<file path="src/rtl/feature_deserializer.sv">
// Collects one quantized channel feature per cycle into a full GSR/ECG/EEG window
// and hands it to the classifier as a parallel array. A fill buffer plus an output buffer give double buffering.
`ifndef TOTAL_NUM_CHANNEL
`define TOTAL_NUM_CHANNEL 4
`endif
`ifndef CHANNEL_WIDTH
`define CHANNEL_WIDTH 2
`endif

module feature_deserializer #(
  parameter int NUM_CHANNEL   = `TOTAL_NUM_CHANNEL,
  parameter int CHANNEL_WIDTH = `CHANNEL_WIDTH
) (
  input  logic                     clk,
  input  logic                     rst,
  input  logic [CHANNEL_WIDTH-1:0] sin,
  input  logic                     sin_valid,
  output logic                     sin_ready,
  input  logic                     sin_last,
  output logic [CHANNEL_WIDTH-1:0] features [NUM_CHANNEL-1:0],
  output logic                     fin_valid,
  input  logic                     fin_ready,
  output logic                     frame_err
);

  localparam int IDX_W = (NUM_CHANNEL > 1) ? $clog2(NUM_CHANNEL) : 1;
  localparam logic [IDX_W-1:0] LAST_IDX = IDX_W'(NUM_CHANNEL - 1);

  // Handshakes: a sample moves when sin_valid && sin_ready; a window moves when fin_valid && fin_ready.
  logic [CHANNEL_WIDTH-1:0] fill_q [NUM_CHANNEL-1:0];
  logic [CHANNEL_WIDTH-1:0] out_q  [NUM_CHANNEL-1:0];
  logic [CHANNEL_WIDTH-1:0] out_d  [NUM_CHANNEL-1:0];
  logic [IDX_W-1:0]         idx_q, idx_d;
  logic                     pending_q, pending_d;
  logic                     fin_valid_q, fin_valid_d;
  logic                     frame_err_q;

  logic accept, at_last, normal, complete, ferr, out_hs, out_free;

  assign accept   = sin_valid && !pending_q;
  assign at_last  = (idx_q == LAST_IDX);
  assign normal   = accept && !sin_last && !at_last;
  assign complete = accept && sin_last && at_last;
  assign ferr     = accept && (sin_last != at_last);
  assign out_hs   = fin_valid_q && fin_ready;
  assign out_free = !fin_valid_q || fin_ready;

  always_comb begin
    idx_d       = idx_q;
    pending_d   = pending_q;
    fin_valid_d = fin_valid_q;
    out_d       = out_q;
    if (ferr || complete) begin
      idx_d = '0;
    end else if (normal) begin
      idx_d = idx_q + IDX_W'(1);
    end
    if (complete) begin
      if (out_free) begin
        // The completing sample bypasses the fill buffer straight into the output.
        out_d                  = fill_q;
        out_d[NUM_CHANNEL-1]   = sin;
        fin_valid_d            = 1'b1;
      end else begin
        pending_d = 1'b1;
      end
    end else if (out_hs) begin
      if (pending_q) begin
        out_d     = fill_q;
        pending_d = 1'b0;
      end else begin
        fin_valid_d = 1'b0;
      end
    end
  end

  always_ff @(posedge clk or negedge rst) begin
    if (!rst) begin
      idx_q       <= '0;
      pending_q   <= 1'b0;
      fin_valid_q <= 1'b0;
      frame_err_q <= 1'b0;
      for (int i = 0; i < NUM_CHANNEL; i++) out_q[i] <= '0;
    end else begin
      idx_q       <= idx_d;
      pending_q   <= pending_d;
      fin_valid_q <= fin_valid_d;
      frame_err_q <= ferr;
      out_q       <= out_d;
    end
  end

  // Fill contents are don't-care after reset, so no reset term here.
  always_ff @(posedge clk) begin
    if (normal || complete) fill_q[idx_q] <= sin;
  end

  assign sin_ready = !pending_q;
  assign features  = out_q;
  assign fin_valid = fin_valid_q;
  assign frame_err = frame_err_q;

endmodule
</file>
<file path="config.mk">
export PLATFORM = sky130hd
export DESIGN_NAME = feature_deserializer
export DESIGN_NICKNAME = d
export VERILOG_FILES = /design/src/rtl/feature_deserializer.sv
export SDC_FILE = /design/constraint.sdc
export NUM_CORES = 1
export LEC_CHECK = 0
export CORE_MARGIN = 1
export CORE_UTILIZATION = 52
export DETAILED_ROUTE_END_ITERATION = 10
export PLACE_DENSITY = 0.8
export SKIP_LAST_GASP = 1
export SYNTH_ARGS = -nofsm -noshare
export SYNTH_HDL_FRONTEND = slang
export SYNTH_SLANG_ARGS = --single-unit
export TNS_END_PERCENT = 50
</file>
<file path="constraint.sdc">
create_clock -name clk -period 2.65 [get_ports clk]
set_input_delay 0.6625 -clock clk [delete_from_list [all_inputs] [get_ports clk]]
set_output_delay 0.6625 -clock clk [all_outputs]
set_load 0.02 [all_outputs]
</file>
==> results_dict.tcl <==
set metrics [dict create \
    initial_utilization 0.574 \
    rsz0062_at_grt "no" \
    synth-xor-area-share 0.00979 \
    port_buffers 17 \
    worstPathMaxFanout 6 \
    synth_seq_area_share 0.632 \
    peakVddDrop_mv 0.431 \
    syn_area_sq_um 895 \
    switching_share 0.280 \
    final_cell_mix "clkdlybuf4s50_1, dfrtp_1, mux2_2, edfxtp_1, inv_1" \
    tightest_slew_ns 0.593 \
    cts_root_buf "clkbuf_4" \
    crit_chain "clkdlybuf4s50_1" \
    fin_skew_ns 0.00417 \
    critPathCaptureType "output port" \
    ant_nets 0 \
    die_area_sq_um 1890 \
    clkTransAtPathRegs_ns 0.11 \
    critical_path_class "reg -> out" \
    antenna_found_initial 0 \
    synthMuxAreaShare 0.147 \
    setup_tns_ns 0 \
    fin_util 0.713 \
    fp.dieW_um 43.5 \
    syn2layout_area_growth_pct 24.2 \
    max_freq_ghz 0.479 \
    synth_cell_types 19 \
    maxCapViolations 0 \
    drive_above_1_share 0.205 \
    cts_sinks 21 \
    grt_pass1_vias 481 \
    routabilityCongestion 0.713 \
    overflow 0 \
    grt_pass1_wl_um 1990 \
    synth_area_per_cell_sq_um 15.7 \
    finalHoldViolations 0 \
    cts_hold_buffers 0 \
    synth-edff-count 8 \
    cts_tree "yes" \
    cts_inserted_buffers 3 \
    cp_slowest_cell "clkdlybuf4s50_1" \
    die_h_um 43.5 \
    via_per_inst 5.32 \
    slew_violations 0 \
    synth_top_family_by_area "multiplexers" \
    drt-initial-drc-count 8 \
    fin_crit_ns 2.09 \
    drc_errors 2 \
    powerDensity_nw_per_um2 751 \
    grt_start_max_net_pins 14 \
    yosys_warnings 0 \
    num_antenna_cells 0 \
    final_common_cell "clkdlybuf4s50_1" \
    cp.arrival_ns 1.42 \
    first_pass_iters 8 \
    path_delay_family "buffers and inverters" \
    hp-class "reg -> reg" \
    synthAdderAreaFrac 0.0559 \
    ctsLongestPathBuffers 2 \
    synth_top_flop_cell "dfrtp_1" \
    required_ns 1.99 \
    dpl-instance-area_sq_um 1080 \
    via_count 500 \
    setup_viol 0 \
    outcome "finished with violations" \
    slew_headroom 0.604 \
    wl_per_cell_um 12.7 \
    period_share 0.787 \
    r2r_setup_slack_ns 0.97 \
    stdcell_area_sq_um 1110 \
    synthCells 57 \
    hold_ws_ns 0.489 \
    pin_count 18 \
    fp.coreArea_sq_um 1560 \
    critPathMaxStageDelay_ns 0.65 \
    pwr-share-clk 0.172 \
    combPwrFrac 0.316 \
    htreeDepth 1 \
    cp_num_buf_inv 1 \
    yosys.area_share.simple 0.0797 \
    async_flop_share 0.619 \
    cts_setup_buffers 0 \
    startpoint_type "flip-flop" \
    clock_latency_ns 0.29 \
    place_hpwl_um 940 \
    ys_ff_latch 21 \
    synth_fp_nets 68 \
    seqPwrFrac 0.512 \
    power.switching_uw 233 \
    rows 14 \
    nets 90 \
    p_leak_nw 0.495 \
    violations "design-rule violations" \
    totalWireLength_um 1190 \
    synth_compound_area_frac 0.0545 \
    intPower_uw 601 \
    cts_resized 0 \
    grtUsageTotal 0.151 \
]
## layer usage
layer	vias to the layer above	GRT usage	share of wire
li1	244	-	-
met1	241	0.181	0.42
met2	15	0.255	0.53
met3	0	0.0375	0.046
met4	0	0.0750	0
met5	-	0	0
## cell families after synthesis
| family | Yosys count |
|---|---|
| buf+inv | 5 |
| fa+ha+maj | 4 |
| xor+xnor | 1 |
| compound gates | 5 |
| flops | 21 |
| simple gates | 10 |
| mux | 11 |
## layout make-up
class / instances / area (sq um)
Fill cell: 111 / 448
Sequential cell: 21 / 566
Clock buffer: 4 / 26.3
Multi-Input combinational cell: 31 / 310
Tap cell: 16 / 20.0
Timing Repair Buffer: 17 / 170
Inverter: 5 / 18.8
## metrics by stage
step | worst slack [ns] | total power, mW | std cells
2_1_floorplan | 1.11 | 0.570 | 57
5_1_grt | 0.491 | 0.877 | 94
3_3_place_gp | 0.433 | 0.695 | 90
6_report | 0.564 | 0.834 | 94
3_5_place_dp | 0.398 | 0.702 | 90
4_1_cts | 0.545 | 0.850 | 94
## power groups by stage
| stage | logic, mW | clock network [mW] | registers (mW) |
|---|---|---|---|
| 3_5_place_dp | 0.266 | 0 | 0.436 |
| 3_3_place_gp | 0.262 | 0 | 0.433 |
| 5_1_grt | 0.282 | 0.160 | 0.435 |
| 4_1_cts | 0.267 | 0.155 | 0.428 |
| 6_report | 0.264 | 0.144 | 0.427 |
| 2_1_floorplan | 0.0767 | 0 | 0.494 |
## worst register-to-register path: cells and delay by family, from the launching register on
family	cells	cell delay, ns
flip-flops	1	0.41
multiplexers	1	0.38
AO/OA/AOI/OAI	1	0.31
adder cells (fa/ha/maj)	1	0.30
AND/OR/NAND/NOR	1	0.18
## flip-flops by register name, indices dropped and copies added, names as in the netlist
signal and count:
fin_valid 1, frame_err 1, fill_q 8, pending_q 1, features 8, idx_q 2
## final timing paths
kind / startpoint / endpoint / depth (start not counted)
setup / recovery: fin_valid$_DFFE_PN0P_ / fin_valid / 1
hold / removal: fill_q[2]$_DFFE_PP_ / features[2]$_DFFE_PN0P_ / 1
setup reg to reg: idx_q[1]$_DFFE_PN0P_ / features[1]$_DFFE_PN0P_ / 4
hold reg to reg: fill_q[2]$_DFFE_PP_ / features[2]$_DFFE_PN0P_ / 1
max in group asynchronous: rst / features[7]$_DFFE_PN0P_ / 1
min in group asynchronous: rst / features[5]$_DFFE_PN0P_ / 1
## cell usage after synthesis (2+ instances only)
master    count  share of area
dfrtp_1      13           0.36
mux2_2        9           0.11
edfxtp_1      8           0.27
inv_1         5          0.021
ha_1          4          0.056
and2_1        3          0.021
mux2_4        2          0.034
nand2_1       2         0.0084
Power figures use the tool's default switching activity.
